--- config.mk ---
export PLATFORM = sky130hd
export DESIGN_NAME = cpu_seq_ctrl
export DESIGN_NICKNAME = d
export VERILOG_FILES = /design/src/rtl/cpu_seq_ctrl.sv
export SDC_FILE = /design/constraint.sdc
export NUM_CORES = 1
export LEC_CHECK = 0
export ABC_CLOCK_PERIOD_IN_PS = 14800
export BUFFER_PORTS_ARGS = -buffer_cell sky130_fd_sc_hd__buf_2
export CAP_MARGIN = 0
export CORE_MARGIN = 4
export CORE_UTILIZATION = 55
export DETAILED_ROUTE_END_ITERATION = 12
export PLACE_DENSITY_LB_ADDON = 0.25
export SETUP_SLACK_MARGIN = 0.5
export SYNTH_ARGS = -nofsm -noshare
export SYNTH_HDL_FRONTEND = slang
export SYNTH_SLANG_ARGS = --single-unit
--- constraint.sdc ---
create_clock -name clk -period 14.8 [get_ports clk]
set_input_delay 0.74 -clock clk [delete_from_list [all_inputs] [get_ports clk]]
set_output_delay 0.74 -clock clk [all_outputs]
set_load 0.02 [all_outputs]
--- src/rtl/cpu_seq_ctrl.sv ---
// cpu_seq_ctrl: multi-cycle fetch/decode/execute/write-back sequencer with fetch timeout and halt detection
//   clk, rst (async, active-high) | run: start request (IDLE only)
//   imem_req/imem_addr/imem_ack/imem_rdata: instruction fetch handshake
//   pc, inst: current address and latched instruction
//   id_en/ex_en/wb_en: one-hot stage enables | commit/commit_cnt: retire pulse and count
//   state: FSM encoding | halted/fetch_err: sticky status
module cpu_seq_ctrl #(
  parameter logic [63:0] RESET_PC = 64'h0000_0000_8000_0000,
  parameter int FETCH_TIMEOUT = 16,
  parameter logic [31:0] HALT_INST = 32'h0000_006b
) (
  input  logic clk,
  input  logic rst,
  input  logic run,
  input  logic imem_ack,
  input  logic [31:0] imem_rdata,
  output logic imem_req,
  output logic [63:0] imem_addr,
  output logic [63:0] pc,
  output logic [31:0] inst,
  output logic id_en,
  output logic ex_en,
  output logic wb_en,
  output logic commit,
  output logic [63:0] commit_cnt,
  output logic [2:0] state,
  output logic halted,
  output logic fetch_err
);
  typedef enum logic [2:0] {IDLE = 3'd0, FETCH = 3'd1, DECODE = 3'd2, EXEC = 3'd3, WB = 3'd4, HALT = 3'd5} state_t;
  state_t cur, nxt;
  logic [7:0] tcnt;
  logic timeout;
  assign timeout = tcnt == 8'(FETCH_TIMEOUT - 1);
  always_ff @(posedge clk or posedge rst)
    if (rst) cur <= IDLE;
    else cur <= nxt;
  always_comb begin
    nxt = cur;
    case (cur)
      IDLE:    nxt = run ? FETCH : IDLE;
      FETCH:   nxt = imem_ack ? DECODE : timeout ? HALT : FETCH;
      DECODE:  nxt = EXEC;
      EXEC:    nxt = WB;
      WB:      nxt = inst == HALT_INST ? HALT : FETCH;
      default: nxt = cur;
    endcase
  end
  // The counter idles at zero outside FETCH, so every FETCH entry starts from 0.
  always_ff @(posedge clk or posedge rst)
    if (rst) begin
      pc <= RESET_PC;
      inst <= '0;
      commit_cnt <= '0;
      tcnt <= '0;
      halted <= 1'b0;
      fetch_err <= 1'b0;
    end else begin
      tcnt <= cur == FETCH ? tcnt + 8'd1 : 8'd0;
      if (cur == FETCH && imem_ack) inst <= imem_rdata;
      if (cur == FETCH && !imem_ack && timeout) fetch_err <= 1'b1;
      if (cur == WB) begin
        pc <= pc + 64'd4;
        commit_cnt <= commit_cnt + 64'd1;
        if (inst == HALT_INST) halted <= 1'b1;
      end
    end
  assign state = cur;
  assign imem_req = cur == FETCH;
  assign imem_addr = pc;
  assign id_en = cur == DECODE;
  assign ex_en = cur == EXEC;
  assign wb_en = cur == WB;
  assign commit = cur == WB;
endmodule

==> results.txt, run 1 <==
Slew Viols, Final: 0
Via Count: 6257
H-tree depth: 4
Synth top cells by count: 170 x dfrtp_1, 68 x xnor2_1, 67 x buf_4, 64 x nand2_1, 61 x xor2_1
sequential-to-total area share from yosys stat: 0.524
Routed WL per cell: 16.8 µm
Ports: 270
#FFs+latches synth: 171
CTS tree: done
Syn. warnings: 0
# DRC: 0
antenna cells: 0
Detailed Route Iter0 Violations: 360
CTS buffer count: 17
die area: 16900 µm²
leading cell type by number of instances after synthesis: dfrtp_1
RSZ-0062 raised after global routing: false
die width: 130 µm
num rows: 44
worst clock skew: 0.00948 ns
Cell variety after synth: 42
largest cells by area after synthesis: dfrtp_1 52%, xnor2_1 7.3%, xor2_1 6.5%
Main synth FF type: dfrtp_1
Max-cap violations: 0
Final Hold Vio Count: 0
vias in the first global route: 6133
NumNets Final: 997
startpoint types: flop
Max-slew headroom: 0.396
share of cells above drive strength 1: 0.354
Die Y-Extent: 130 µm
clock latency on the worst-skew pair: 0.42 ns
post-route ant nets: 0
setup bufs post-CTS: 0
post-synthesis cell area: 8170 µm²
Power Density: 96.2 nW/µm²
Fin Setup TNS: 0 ns
CTS clk-pin slew, worst paths: 0.06 ns
Mapped Avg Cell Area: 10.9 µm²
clock sink count: 171
Final Core Density: 0.675
initial antenna violation count: 0
Mapped Cells: 749
Overflow after GRT: 0
status: finished, final reports clean
area grow syn2layout: 20.0%
TritonRoute pass-1 iters: 5
crit path max fanout: 10
number of synthesized flops with an enable pin: 0
Tmin final: 2.79 ns
clock tree buffer depth: 2
share of the synthesized area in the top cell type: 0.521
DRT Wirelength: 19400 µm
Root Buffer: clkbuf_16
DPL Wire Length: 14200 µm
GRT Total Usage: 0.229
Hold-fix buffers, CTS: 0
port bufs: 265
Leakage Power: 0.00534 µW
largest net degree at the start of global routing: 99
Final Cycle Share: 0.188
global-route wire length before repair: 30700 µm
CP Class: reg2out
Worst-Margin Slew: 0.897 ns
GPL Wtd Cong: 0.818
required time of the critical path: 14.06 ns
Synth area leader: dfrtp_1
post_cts resized: 0
type of the most critical hold path: reg2reg
vias per cell: 5.42
async set-reset flop share out of synthesis: 1.00
CORE AREA: 14500 µm²
Initial Util: 0.562
peak supply drop: 0.0000699 V
CP arrival: 2.05 ns
final setup vio count: 0
crit end category: output port
Fmax: 0.359 GHz
## path summary, 6_finish.rpt
path,startpoint,to,slack [ns],cells past startpoint
hold / removal,fetch_err,fetch_err,0.45,1
setup / recovery,state[1],wb_en,12.01,3
max in group asynchronous,rst,imem_addr[7],12.84,3
hold reg to reg,fetch_err,fetch_err,0.45,1
min in group asynchronous,rst,commit_cnt[33],0.50,2
setup reg to reg,imem_addr[2],imem_addr[56],12.08,6
## layout make-up
type | count | area (µm²)
Clock buffer | 19 | 433
Clock inverter | 13 | 175
Fill cell | 1141 | 4730
Inverter | 9 | 38.8
Multi-Input combinational cell | 492 | 3310
Sequential cell | 171 | 4280
Tap cell | 184 | 230
Timing Repair Buffer | 267 | 1340
## critical path, cell delays in order (launching register included)
cell	delay, ns
dfrtp_1	0.47
or3b_1	0.65
inv_2	0.29
buf_2	0.21
## metrics by stage
| stage | hold slack, ns | power (µW) | cells | setup WS, ns | instance area [µm²] |
|---|---|---|---|---|---|
| after floorplan | 0.433 | 485 | 752 | 9.43 | 8180 |
| after global placement | 0.436 | 491 | 1123 | 12.26 | 9200 |
| after detailed placement | 0.443 | 492 | 1123 | 12.21 | 9200 |
| after CTS | 0.457 | 950 | 1155 | 12.01 | 9810 |
| after global routing | 0.472 | 971 | 1155 | 11.93 | 9810 |
| final | 0.455 | 943 | 1155 | 12.01 | 9810 |
## layer usage
| metal | routed length, µm | track usage |
|---|---|---|
| met1 | 8320 | 0.293 |
| met2 | 9690 | 0.392 |
| met3 | 1170 | 0.0475 |
| met4 | 271 | 0.0752 |
| met5 | 0 | 0 |
## flip-flops by register name (all words and copies together), names as in the netlist
| register | flops |
|---|---|
| commit_cnt | 64 |
| fetch_err | 1 |
| halted | 1 |
| imem_addr | 62 |
| inst | 32 |
| state | 3 |
| tcnt | 8 |
## logic make-up (layout without fill, tap and decap cells)
kind of cell	after synthesis	count (layout)	share of synthesized area
simple gates	313	313	0.207
compound gates	9	9	0.00643
other cells	1	4	0.000459
xor+xnor	129	129	0.138
buf+inv	89	308	0.0727
mux	34	34	0.0468
flops	171	171	0.524
fa+ha+maj	3	3	0.00459
## cells in the final DEF (no fill, tap or decap), types with 3 or more instances in the layout
master,n
conb_1,4
mux2_2,34
nand3_1,58
buf_2,265
ha_1,3
clkinvlp_4,4
xnor2_1,68
nand2_1,64
and3_1,7
dfrtp_1,170
bufinv_16,4
nor2_1,50
and2_1,5
inv_1,7
o21ai_0,4
clkbuf_16,17
nand4_1,43
xor2_1,61
nor4_1,27
clkinv_2,5
nand2b_1,4
nor4_4,3
nor3_1,27
and4_1,7
## report_power, final
part / internal, µW / switching (µW) / total [µW] / leakage (µW)
combinational: 3.64 / 11.1 / 14.8 / 0.00267
clock: 281 / 180 / 461 / 0.000289
sequential: 467 / 0 / 467 / 0.00238
Power figures use the tool's default switching activity.
==> inputs of run 2 (changes only) <==
- ABC_CLOCK_PERIOD_IN_PS: 14800 -> 2400
- CORE_UTILIZATION: 55 -> 46
- clock period: 14.8 -> 2.4 ns (I/O delays scaled with it)
==> results.txt, run 2 (same netlist as run 1, synthesis figures left out) <==
antenna cells: 0
commonest non-fill, non-tap cell in the layout: buf_2
CTS tree: done
initial antenna violation count: 0
RSZ-0062 raised after global routing: true
num rows: 48
crit path max fanout: 6
most frequent cells in the layout: 265 x buf_2, 158 x dfrtp_1, 68 x buf_4, 65 x xnor2_1, 61 x xor2_1
worst clock skew: 0.0101 ns
GRT Total Usage: 0.211
CTS clk-pin slew, worst paths: 0.06 ns
Die Y-Extent: 141 µm
global-route wire length before repair: 34200 µm
routed length on met1: 9050 µm
Reg power frac: 0.495
register name with the most flops: commit_cnt
Ports: 270
H-tree depth: 4
# DRC: 0
vias per cell: 5.14
Overflow after GRT: 0
Clock power frac: 0.481
required time of the critical path: 2.70 ns
NumNets Final: 1112
final setup vio count: 0
Fin Setup TNS: 0 ns
Power Density: 504 nW/µm²
max reg flops: 64
clock tree buffer depth: 2
largest net degree at the start of global routing: 109
final-layout fill cell count: 1363
CTS buffer count: 17
clock sink count: 171
Switching Share: 0.215
highest metal used: met4
Initial Util: 0.471
startpoint types: flop
Routed WL per cell: 16.6 µm
Via Count: 6738
Root Buffer: clkbuf_16
final total power: 5830 µW
Worst-Margin Slew: 0.593 ns
Leakage Power: 0.00626 µW
Tmin final: 2.14 ns
Detailed Route Iter0 Violations: 283
type of the most critical hold path: in2reg
vias in the first global route: 6584
die area: 20000 µm²
DR WL met2: 11200 µm
clock latency on the worst-skew pair: 0.42 ns
Final Cycle Share: 0.890
CP Class: reg2reg
Combinational Power Share: 0.024
met3 WL post-DR: 1200 µm
Final Hold Vio Count: 0
status: finished, final reports clean
die width: 141 µm
peak supply drop: 0.000461 V
share of cells above drive strength 1: 0.483
DPL Wire Length: 14900 µm
crit end category: flop
CORE AREA: 17400 µm²
Psw: 1250 µW
GPL Wtd Cong: 0.817
port bufs: 265
TritonRoute pass-1 iters: 5
post-route ant nets: 0
Slew Viols, Final: 0
cell-internal power: 4570 µW
area grow syn2layout: 41.5%
Max-cap violations: 0
CP arrival: 2.44 ns
Max-slew headroom: 0.605
DRT Wirelength: 21700 µm
Fmax: 0.468 GHz
run 2: cell types whose count changed in the layout (fill, tap and decap cells not counted), sizes merged:
cell and delta:
inv +1, clkinv +1, bufinv -2, clkbuf +2
buf +81, dlygate4sd3 +33, clkinvlp -1
run 2: metrics by stage:
stage               worst slack, ns  utilization  area (µm²)  cells  hold WS [ns]
floorplan                    0.0837            -        8330    752         0.272
global placement              0.226        0.553        9610   1190         0.278
detailed placement            0.191        0.553        9610   1190         0.279
CTS                           0.275        0.627       10900   1272        0.0702
global route                  0.198        0.666       11600   1311         0.134
finish                        0.263        0.666       11600   1311        0.0809
run 2: what timing repair did:
action | in CTS | in global routing
pin swaps | 18 | 47
resized for setup | 41 | 86
gates cloned | 0 | 1
hold endpoints to repair | 202 | 0
endpoints found under the setup margin | 85 | 127
hold buffers | 33 | 0
buffers inserted | 17 | 38
run 2: layout make-up:
cell class | count | area (µm²) | area share
flip-flops and latches | 171 | 4300 | 0.371
clock inverters | 12 | 138 | 0.0119
well taps | 225 | 282 | 0.0243
multi-input cells | 492 | 3940 | 0.341
repair buffers | 382 | 2400 | 0.208
clock buffers | 20 | 467 | 0.0404
inverters | 9 | 45.0 | 0.00390
run 2: power by group through the flow:
| stage | sequential [µW] | combinational (µW) | clock (µW) |
|---|---|---|---|
| 2_1_floorplan | 2940 | 54.5 | 0 |
| 3_3_place_gp | 2940 | 102 | 0 |
| 3_5_place_dp | 2940 | 103 | 0 |
| 4_1_cts | 2880 | 145 | 2860 |
| 5_1_grt | 2880 | 161 | 2980 |
| 6_report | 2880 | 141 | 2800 |
run 2: worst max-delay path: stages, from the launching register on:
cell and delay, ns:
dfrtp_1 0.37, or3b_4 0.40, buf_8 0.15, or4_4 0.55, buf_4 0.17, nor2_4 0.13, nand3_1 0.11, xnor2_1 0.13
run 2: metal layers:
metal / GRT usage / vias up
met5: 0 / -
met4: 0.0663 / 0
met3: 0.0468 / 24
met2: 0.365 / 211
met1: 0.265 / 3323
li1: - / 3180
run 2: path summary, 6_finish.rpt:
| check | slack [ns] | endpoint | cells after the start | from |
|---|---|---|---|---|
| hold reg to reg | 0.46 | tcnt[0] | 1 | tcnt[0] |
| min in group asynchronous | 0.37 | imem_addr[18] | 4 | rst |
| max in group asynchronous | 1.46 | commit_cnt[11] | 4 | rst |
| setup reg to reg | 0.26 | commit_cnt[13] | 7 | state[0] |
| setup / recovery | 0.26 | commit_cnt[13] | 7 | state[0] |
| hold / removal | 0.08 | state[0] | 3 | run |
==> inputs of run 3 (changes only) <==
- ABC_CLOCK_PERIOD_IN_PS: 2400 -> 2000
- CORE_UTILIZATION: 46 -> 51
- clock period: 2.4 -> 2 ns (I/O delays scaled with it)
==> results.txt, run 3 (same netlist as run 1, synthesis figures left out) <==
peak per-stage delay on the critical path: 0.41 ns
Overflow after GRT: 0
Detailed Route Iter0 Violations: 466
worst clock skew: 0.0119 ns
Die Y-Extent: 135 µm
final setup vio count: 32
global-route wire length before repair: 39300 µm
max reg flops: 64
CTS clk-pin slew, worst paths: 0.06 ns
num rows: 46
Max-slew headroom: 0.516
commonest non-fill, non-tap cell in the layout: buf_2
crit end category: flop
Slew Viols, Final: 0
Final Core Density: 0.810
Ports: 270
Crit-path slowest cell: or3b_4
Max-cap violations: 0
startpoint types: flop
vias per cell: 5.44
peak supply drop: 0.000566 V
CORE AREA: 15800 µm²
CTS tree: done
CP arrival: 2.49 ns
CTS buffer count: 17
hold slack final: 0.0405 ns
register name with the most flops: commit_cnt
Final Cycle Share: 1.08
post-route ant nets: 0
Post-Layout Inst Area: 12800 µm²
CP Class: reg2reg
initial antenna violation count: 0
status: finished, violations left
Final Hold Vio Count: 0
Via Count: 7562
die width: 135 µm
share of cells above drive strength 1: 0.538
Area after DPL: 10100 µm²
Leakage Power: 0.00696 µW
DRT Wirelength: 26600 µm
Root Buffer: clkbuf_16
die area: 18100 µm²
clock tree buffer depth: 2
most frequent cells in the layout: 259 x buf_2, 163 x dfrtp_1, 123 x buf_4, 61 x xor2_1
Power Density: 549 nW/µm²
Initial Util: 0.518
DPL Wire Length: 15600 µm
crit path cell chain: or3b_4, buf_4, nor3_2, buf_4, nand4_1, nor4_2, xor2_1
antenna cells: 0
RSZ-0062 raised after global routing: true
NumNets Final: 1199
# DRC: 0
type of the most critical hold path: in2reg
CP Buf/Inv Count: 2
area grow syn2layout: 56.3%
required time of the critical path: 2.34 ns
vias in the first global route: 7595
GRT Total Usage: 0.273
failing checks: negative setup slack
clock latency on the worst-skew pair: 0.43 ns
final worst setup slack: -0.153 ns
Tmin final: 2.15 ns
crit path max fanout: 4
post-place setup slack: -0.149 ns
Fmax: 0.464 GHz
GPL Wtd Cong: 0.804
CP most frequent cell: buf_4
TritonRoute pass-1 iters: 5
H-tree depth: 4
clock sink count: 171
port bufs: 265
Fin Setup TNS: -1.32 ns
Crit path max-delay family: simple AND/OR/NAND/NOR gates
Worst-Margin Slew: 0.724 ns
largest net degree at the start of global routing: 35
Routed WL per cell: 19.2 µm
[run 3: cell types whose count changed in the layout (fill, tap and decap cells not counted), moves of 9 or more]
cell,delta
mux2_2,-33
buf_4,+55
nor2_4,+9
mux2_4,+33
buf_6,+30
nor2_1,-11
[run 3: area by class of cell]
cell class,instances,area (µm²)
Fill cell,899,3000
Sequential cell,171,4290
Clock buffer,25,526
Clock inverter,7,77.6
Timing Repair Buffer,469,3300
Tap cell,216,270
Multi-Input combinational cell,492,4270
Inverter,9,45.0
[run 3: metrics by stage]
step | instances | power (µW)
after global placement | 1245 | 3660
after floorplan | 752 | 3590
after CTS | 1350 | 7020
after detailed placement | 1245 | 3660
final | 1389 | 7010
after global routing | 1389 | 7210
[run 3: where the power goes]
| group | internal (µW) | switching [µW] | leakage, µW |
|---|---|---|---|
| Sequential | 3460 | 0 | 0.00236 |
| Combinational | 88.6 | 105 | 0.00430 |
| Clock | 1960 | 1400 | 0.000296 |
[run 3: worst paths after layout]
| check | slack [ns] | startpoint | cells past startpoint | end |
|---|---|---|---|---|
| min reg2reg | 0.49 | imem_addr[63] | 1 | imem_addr[63] |
| max | -0.15 | state[1] | 7 | commit_cnt[59] |
| max in group asynchronous | 0.94 | rst | 4 | imem_addr[31] |
| min | 0.04 | run | 3 | state[0] |
| min in group asynchronous | 0.37 | rst | 3 | inst[11] |
| max reg2reg | -0.15 | state[1] | 7 | commit_cnt[59] |
[run 3: worst reg2reg max path, stage by stage, from the launching register on]
cell and delay [ns]:
dfrtp_1 0.40, or3b_4 0.41, buf_4 0.19, nor3_2 0.16, buf_4 0.16, nand4_1 0.23
nor4_2 0.33, xor2_1 0.19
[run 3: per-layer routing]
metal  share of wire  global-route usage  vias to the layer above
met5               0                   0                        -
met3           0.065              0.0652                       68
li1                -                   -                     3366
met1            0.37               0.318                     3767
met2            0.54               0.494                      361
met4           0.030              0.0905                        0
[run 3: repair_timing]
item,CTS,global route
endpoints found under the hold margin,52,0
gates cloned,4,0
resized for setup,180,67
setup buffers,36,39
pin swaps,68,46
hold buffers,33,0
setup endpoints to repair,162,165
